`config.mk`:
```
export PLATFORM = sky130hd
export DESIGN_NAME = mem_access_stage
export DESIGN_NICKNAME = d
export VERILOG_FILES = /design/src/rtl/mem_access_stage.sv
export SDC_FILE = /design/constraint.sdc
export NUM_CORES = 2
export LEC_CHECK = 0
export BUFFER_PORTS_ARGS = -buffer_cell sky130_fd_sc_hd__buf_2
export CAP_MARGIN = 15
export CORE_UTILIZATION = 55
export CTS_CLUSTER_SIZE = 40
export DETAILED_ROUTE_END_ITERATION = 8
export PLACE_DENSITY = 0.76
export SLEW_MARGIN = 25
export SYNTH_ARGS = -nofsm -noshare
export SYNTH_HDL_FRONTEND = slang
export SYNTH_SLANG_ARGS = --single-unit
```
`constraint.sdc`:
```
create_clock -name clk -period 5.9 [get_ports clk]
set_clock_uncertainty 0.2 [all_clocks]
set_input_delay 0.885 -clock clk [delete_from_list [all_inputs] [get_ports clk]]
set_output_delay 0.885 -clock clk [all_outputs]
set_load 0.005 [all_outputs]
```
`src/rtl/mem_access_stage.sv`:
```
// Data-memory access stage: doubleword load/store with fixed wait latency.
// Define MISALIGN_TRAP_EN to flag and suppress misaligned accesses via fault.
module mem_access_stage #(
  parameter int DEPTH   = 64,
  parameter int LATENCY = 2
) (
  input  logic        clk,
  input  logic        reset_n,
  input  logic        reqValid,
  input  logic [63:0] address,
  input  logic [63:0] writeData,
  input  logic        controlMemRead,
  input  logic        controlMemWrite,
  output logic        stall,
  output logic        respValid,
  output logic [63:0] dataMemRead,
  output logic [63:0] dataAddress
`ifdef MISALIGN_TRAP_EN
  ,
  output logic        fault
`endif
);

  localparam int AW = $clog2(DEPTH);
  localparam int CW = (LATENCY > 1) ? $clog2(LATENCY) : 1;
  localparam logic [CW-1:0] CNT_INIT = CW'(LATENCY - 1);

  localparam logic [1:0] S_IDLE = 2'd0;
  localparam logic [1:0] S_WAIT = 2'd1;
  localparam logic [1:0] S_DONE = 2'd2;

  logic [1:0]    state_q, state_d;
  logic [CW-1:0] cnt_q, cnt_d;
  logic [63:0]   addr_q, addr_d;
  logic [63:0]   wdata_q, wdata_d;
  logic          is_wr_q, is_wr_d;
  logic          resp_q, resp_d;
  logic [63:0]   rdata_q, rdata_d;
  logic [63:0]   daddr_q, daddr_d;

  logic [63:0]   mem_q [DEPTH];
  logic [AW-1:0] idx;
  logic          has_op;
  logic          accept_mem;
  logic          commit;
  logic          mis;
  logic          mem_we;

  assign idx        = addr_q[3 +: AW];
  assign has_op     = controlMemRead | controlMemWrite;
  assign accept_mem = (state_q == S_IDLE) & reqValid & has_op;
  assign commit     = (state_q == S_WAIT) & (cnt_q == '0);

`ifdef MISALIGN_TRAP_EN
  logic fault_q, fault_d;
  assign mis   = |addr_q[2:0];
  assign fault = fault_q;
`else
  assign mis = 1'b0;
`endif

  // A misaligned store never reaches the array
  assign mem_we = commit & is_wr_q & ~mis;

  assign stall       = (state_q == S_WAIT) | accept_mem;
  assign respValid   = resp_q;
  assign dataMemRead = rdata_q;
  assign dataAddress = daddr_q;

  always_comb begin
    state_d = state_q;
    cnt_d   = cnt_q;
    addr_d  = addr_q;
    wdata_d = wdata_q;
    is_wr_d = is_wr_q;
    rdata_d = rdata_q;
    daddr_d = daddr_q;
    resp_d  = 1'b0;
`ifdef MISALIGN_TRAP_EN
    fault_d = 1'b0;
`endif
    unique case (state_q)
      S_IDLE: begin
        if (reqValid) begin
          if (has_op) begin
            addr_d  = address;
            wdata_d = writeData;
            is_wr_d = controlMemWrite;
            cnt_d   = CNT_INIT;
            state_d = S_WAIT;
          end else begin
            daddr_d = address;
            rdata_d = '0;
            resp_d  = 1'b1;
          end
        end
      end
      S_WAIT: begin
        if (cnt_q == '0) begin
          state_d = S_DONE;
          resp_d  = 1'b1;
          daddr_d = addr_q;
          rdata_d = (is_wr_q | mis) ? '0 : mem_q[idx];
`ifdef MISALIGN_TRAP_EN
          fault_d = mis;
`endif
        end else begin
          cnt_d = cnt_q - 1'b1;
        end
      end
      S_DONE: begin
        state_d = S_IDLE;
      end
      default: begin
        state_d = S_IDLE;
      end
    endcase
  end

  always_ff @(posedge clk) begin
    if (!reset_n) begin
      state_q <= S_IDLE;
      cnt_q   <= '0;
      addr_q  <= '0;
      wdata_q <= '0;
      is_wr_q <= 1'b0;
      resp_q  <= 1'b0;
      rdata_q <= '0;
      daddr_q <= '0;
    end else begin
      state_q <= state_d;
      cnt_q   <= cnt_d;
      addr_q  <= addr_d;
      wdata_q <= wdata_d;
      is_wr_q <= is_wr_d;
      resp_q  <= resp_d;
      rdata_q <= rdata_d;
      daddr_q <= daddr_d;
    end
  end

`ifdef MISALIGN_TRAP_EN
  always_ff @(posedge clk) begin
    if (!reset_n) begin
      fault_q <= 1'b0;
    end else begin
      fault_q <= fault_d;
    end
  end
`endif

  // Array is not reset; a reset edge cancels an uncommitted store
  always_ff @(posedge clk) begin
    if (reset_n && mem_we) begin
      mem_q[idx] <= wdata_q;
    end
  end

endmodule

```
Word-level counts from Yosys, hierarchy flattened
Memories as Yosys holds them, arrays and structs flattened. A register that Yosys moved wholly into a read port is not among the register bits.
Index checks and enable logic that the tools add are counted.
{"block": "classes", "n_addsub": 1, "multipliers": 0, "div": 0, "magnitude_cmp": 0, "eq_ne": 5, "n_shift": 0, "mux": 25, "bitwise_logic": 7, "n_reduce_logical": 7}
{"operator": "$mux 64", "count": 7}
{"operator": "$pmux 64 s2", "count": 2}
{"operator": "$mux 6", "count": 2}
{"operator": "$reduce_and 3->1", "count": 3}
{"operator": "$mux 1", "count": 8}
{"operator": "$ne 2x2->1 const B", "count": 4}
{"operator": "$mux 2", "count": 3}
{"operator": "$and 1x1->1", "count": 4}
{"operator": "$pmux 1 s2", "count": 2}
{"operator": "$pmux 2 s2", "count": 1}
{"operator": "$reduce_and 4->1", "count": 1}
{"operator": "$eq 2x1->1 const B", "count": 1}
{"operator": "$logic_not 2->1", "count": 1}
{"operator": "$or 1x1->1", "count": 2}
{"operator": "$reduce_bool 2->1", "count": 1}
{"operator": "$logic_and 1x1->1", "count": 1}
{"operator": "$not 1->1", "count": 1}
{"operator": "$sub 1x1->1 const B", "count": 1}
{"block": "word_totals", "ff_bits": 261, "latch_bits": 0, "ramBits": 4096, "mem_bits_ro": 0, "inputBits": 133, "output_inout_bits": 130, "wordCells": 54, "memories": 1}
{"name": "mem_q", "depth": 64, "width": 64, "read_ports": 1, "rd_clocked_by_memory_dff": 1, "write_ports": 1, "line_no": "41", "source": "logic [63:0] mem_q [DEPTH];"}

Longest topological paths before layout
{"block": "depth", "word_depth": 6, "depth_mapped": 10, "depth_no_buf": 5}

Worst setup path after synthesis
No wires, ideal clock.
{"block": "synth_timing", "path_kind": "input port to flip-flop", "from": "in reset_n", "to": "mem mem_q[62][0], enable pin", "t_arrival_ns": 4.674, "required_time_ns": 5.213, "path_slack_ns": 0.539, "path_stages": 6, "n_path_buf": 1, "cell_sequence": "clkbuf_1 nor4bb_1 nand2_1 nor2_1 nand3_1 nor2_1"}
{"block": "synth_via", "elab_chain_len": 3}
{"element": "from (decl)", "line_no": "8", "source": "input logic reset_n,"}
{"element": "$logic_and 1x1->1", "line_no": "154", "source": "if (reset_n && mem_we) begin"}
{"element": "$mux 1", "line_no": "154"}
{"element": "$mux 1 (not written as such)", "line_no": "155", "source": "mem_q[idx] <= wdata_q;"}
{"element": "to (decl)", "line_no": "41"}
Every way passes these cells.

Final worst setup path
{"block": "layout_timing", "from": "in reset_n", "to": "mem mem_q[42][4], enable pin"}
Same word-level chain as after synthesis.

==> impl_results.md <==
* Final Max Tran Viols at 0
* Seq. cell area at between 0.1 and 0.15 mm²
* Via density per instance at 6.96
* CP Capture Type: flop
* Gate power share at ~4.6%
* Met2 Use GR at roughly 50%
* Critical Setup Path Class: in2reg
* Drt pass-1 iters at 8
* H-tree levels at 5
* DRT Wirelength at 472000 µm
* Final core area utilization at between 60% and 70%
* Ys flop type: edfxtp_1
* #FFs+latches synth at 4363
* Skew-Pair Late Insertion Delay at about 1 ns
* Grt met1 use at 41.0%
* Clock transition at path regs at around 0.060 ns
* Critical Path RT at between 6 and 7 ns
* Met3 Track Usage GR at 8.31%
* Area share of the largest cell type after synthesis at 74.6%
* Core box area at about 0.3 mm²
* Worst setup margin at ~1.3 ns
* Leading post-synthesis cells by cell area: edfxtp_1 75%, mux4_2 12%, dfxtp_1 3.2%
* Post-synthesis area per instance at between 20 and 25 µm²
* GRT Max-Usage Layer: met2
* Post-CTS resize count at 0
* Max-Slew Margin vs Limit at 13.9%
* Clock Tree Buf Depth at 4
* Max-cap violations at 0
* DRC viols at 0
* Sink Count at 4363
* IO Port Bufs at 262
* Post-synthesis sequential area ratio at about 78%
* CP max FO at 19
* Pwr/cell area at 346 mW/mm²
* Die footprint at 0.302 mm²
* FP Rows at 200
* Initial Utilization at 55.4%
* Antenna Nets Post-Route at 0
* Global-route wire length before repair at 656000 µm
* Setup slack, reg-to-reg at 1.29 ns
* Via count at between 80000 and 90000
* Synth-to-Final Area Change at 13.8%
* Worst min path class: in2reg
* Vias in the first global route at 87600
* DIE HEIGHT at approximately 550 µm
* CTS root buffer: clkbuf_16
* Post-synth top area cell: edfxtp_1
* Largest net degree at the start of global routing at 179
* Fillers at 18700
* Worst Tran Pin Value at 1.29 ns
* Io pins at between 200 and 300
* Worst IR Drop VDD at roughly 0.31 mV
* Sw Ratio at 21.9%
* CTS buffer count at between 400 and 500
* Pwr Total at 64900 µW
* Layout cells sized above 1 at a little over a quarter
* P_sw at between 10000 and 15000 µW
* CP startpoint kind: primary input
* Number of flops mapped to enable cells by yosys at 4096
* Data arrival, critical path at 5.00 ns
* R2R depth at 6
* Max Fclk at 217 MHz
* Final setup fails at 0
* Multi-input gate area at 0.0348 mm²
* Initial antenna violation count at 27
* Dpl hpwl at 254000 µm
* Setup_tns at 0 ns
* CTS tree: yes
* Fin crit period at 4.61 ns
* Post-synth ARST share at 0%
* Leak pwr at between 0.05 and 0.06 µW
* Gate Count Post-Synth at 7738
* Final nets at 8436
* Int Power at 50700 µW
* Synthesized area at ~0.16 mm²
* Placer congestion estimate at 0.858
* Top-count cell post-synth: edfxtp_1
* Most instantiated cells after synthesis: 4096 x edfxtp_1, 896 x mux4_2, 421 x nand2_1, 358 x mux2i_1, 267 x dfxtp_1
* Avg WL per Cell at 37.4 µm
* Worst hold path depth at 3
* Initial drt markers at approximately 15000
* Remaining global-route overflow at 0
* Final Hold Vio Count at 0
* Chip Width at 550 µm
* Unrepaired setup endpoints after global routing: false
* Final period util at 78.1%
* Outcome: complete, no violations
* DP Worst Slack at 1.11 ns
* Syn_nets at 7871
* Clk network pwr share at 42.0%
* Synth Warn # at 0
* All-Layer GR Usage at 31.1%
* Synth cell types at 50
* Reg power frac at roughly 53%
## per-layer routing
layer,wire [µm],part of all wire [%]
met4,26200,5.6
met1,158000,33
met2,222000,47
met3,66200,14
met5,92,0.019
## registers in the layout (all words and copies together), names as in the netlist, named ones only
signal and flops:
wdata_q 64, mem_q 4096, addr_q 64, dataMemRead 64
respValid 1, cnt_q 1, state_q 2, is_wr_q 1
dataAddress 64
## cells in the final DEF (no fill, tap or decap), types with 28 or more instances in the layout
master            n
edfxtp_1       4096
mux4_2          896
nand2_1         419
clkbuf_16       418
mux2i_1         358
buf_2           261
dfxtp_1         202
o22ai_1         174
buf_4           174
a21boi_0        130
a211oi_1        105
dlygate4sd3_1   100
clkbuf_1         92
clkinv_2         88
a22o_1           87
buf_12           76
nor2_4           66
o221ai_1         64
o211a_1          64
a21oi_1          61
nor3_1           57
clkinv_1         54
dfxtp_4          53
a22oi_1          41
a32o_1           41
clkbuf_8         41
bufinv_16        40
nor2_1           39
mux2_2           38
a221oi_1         31
nand3_1          28
or3_1            28
## what timing repair did
action                                 CTS  global route
endpoints found under the hold margin  103             0
hold buffers                           100             0
buffers inserted                         0             0
## logic make-up after synthesis
logic type,share of synthesized area (%)
DFF,77.8
buffers and inverters,1.43
and+or+nand+nor,1.87
AOI/OAI and AO/OA,4.19
muxes,14.7
## worst max-delay path, cell delays in order
cell and delay (ns):
dlygate4sd3_1 0.57, buf_8 0.22, nor4bb_1 0.52, nand2_1 0.17, nor2_1 0.33, nand3b_1 0.70, nor2_4 1.02, buf_4 0.50
## metrics by stage
stage          cells  hold WS (ns)  cell area, µm²
6_report       12600        0.0431          188000
5_1_grt        12600        0.0311          188000
4_1_cts        12600      0.000832          187000
3_5_place_dp   11700         0.251          172000
3_3_place_gp   11700         0.240          172000
2_1_floorplan   7738         0.243          165000
## layout make-up
class,instances,share of cell area (%)
Tap cell,3939,2.63
Timing Repair Buffer,618,2.81
Clock inverter,227,1.41
Multi-Input combinational cell,2900,18.6
Clock buffer,553,6.06
Inverter,3,0.00600
Sequential cell,4363,68.5
Antenna cell,22,0.0293
## power groups by stage
| stage | Clock, µW | Sequential [µW] | Combinational (µW) |
|---|---|---|---|
| floorplan | 0 | 35000 | 1820 |
| global placement | 0 | 35200 | 2820 |
| detailed placement | 0 | 35300 | 2860 |
| CTS | 27300 | 34600 | 2950 |
| global route | 28400 | 34600 | 3100 |
| finish | 27200 | 34600 | 3000 |
## final timing paths
path	startpoint	to
worst max-delay path	reset_n	mem_q[42][4]
worst min-delay path	address[8]	addr_q[8]
worst max register to register	state_q[0]	mem_q[42][4]
worst min register to register	addr_q[32]	addr_q[32]
No activity file was read; power rests on OpenSTA's default activity.
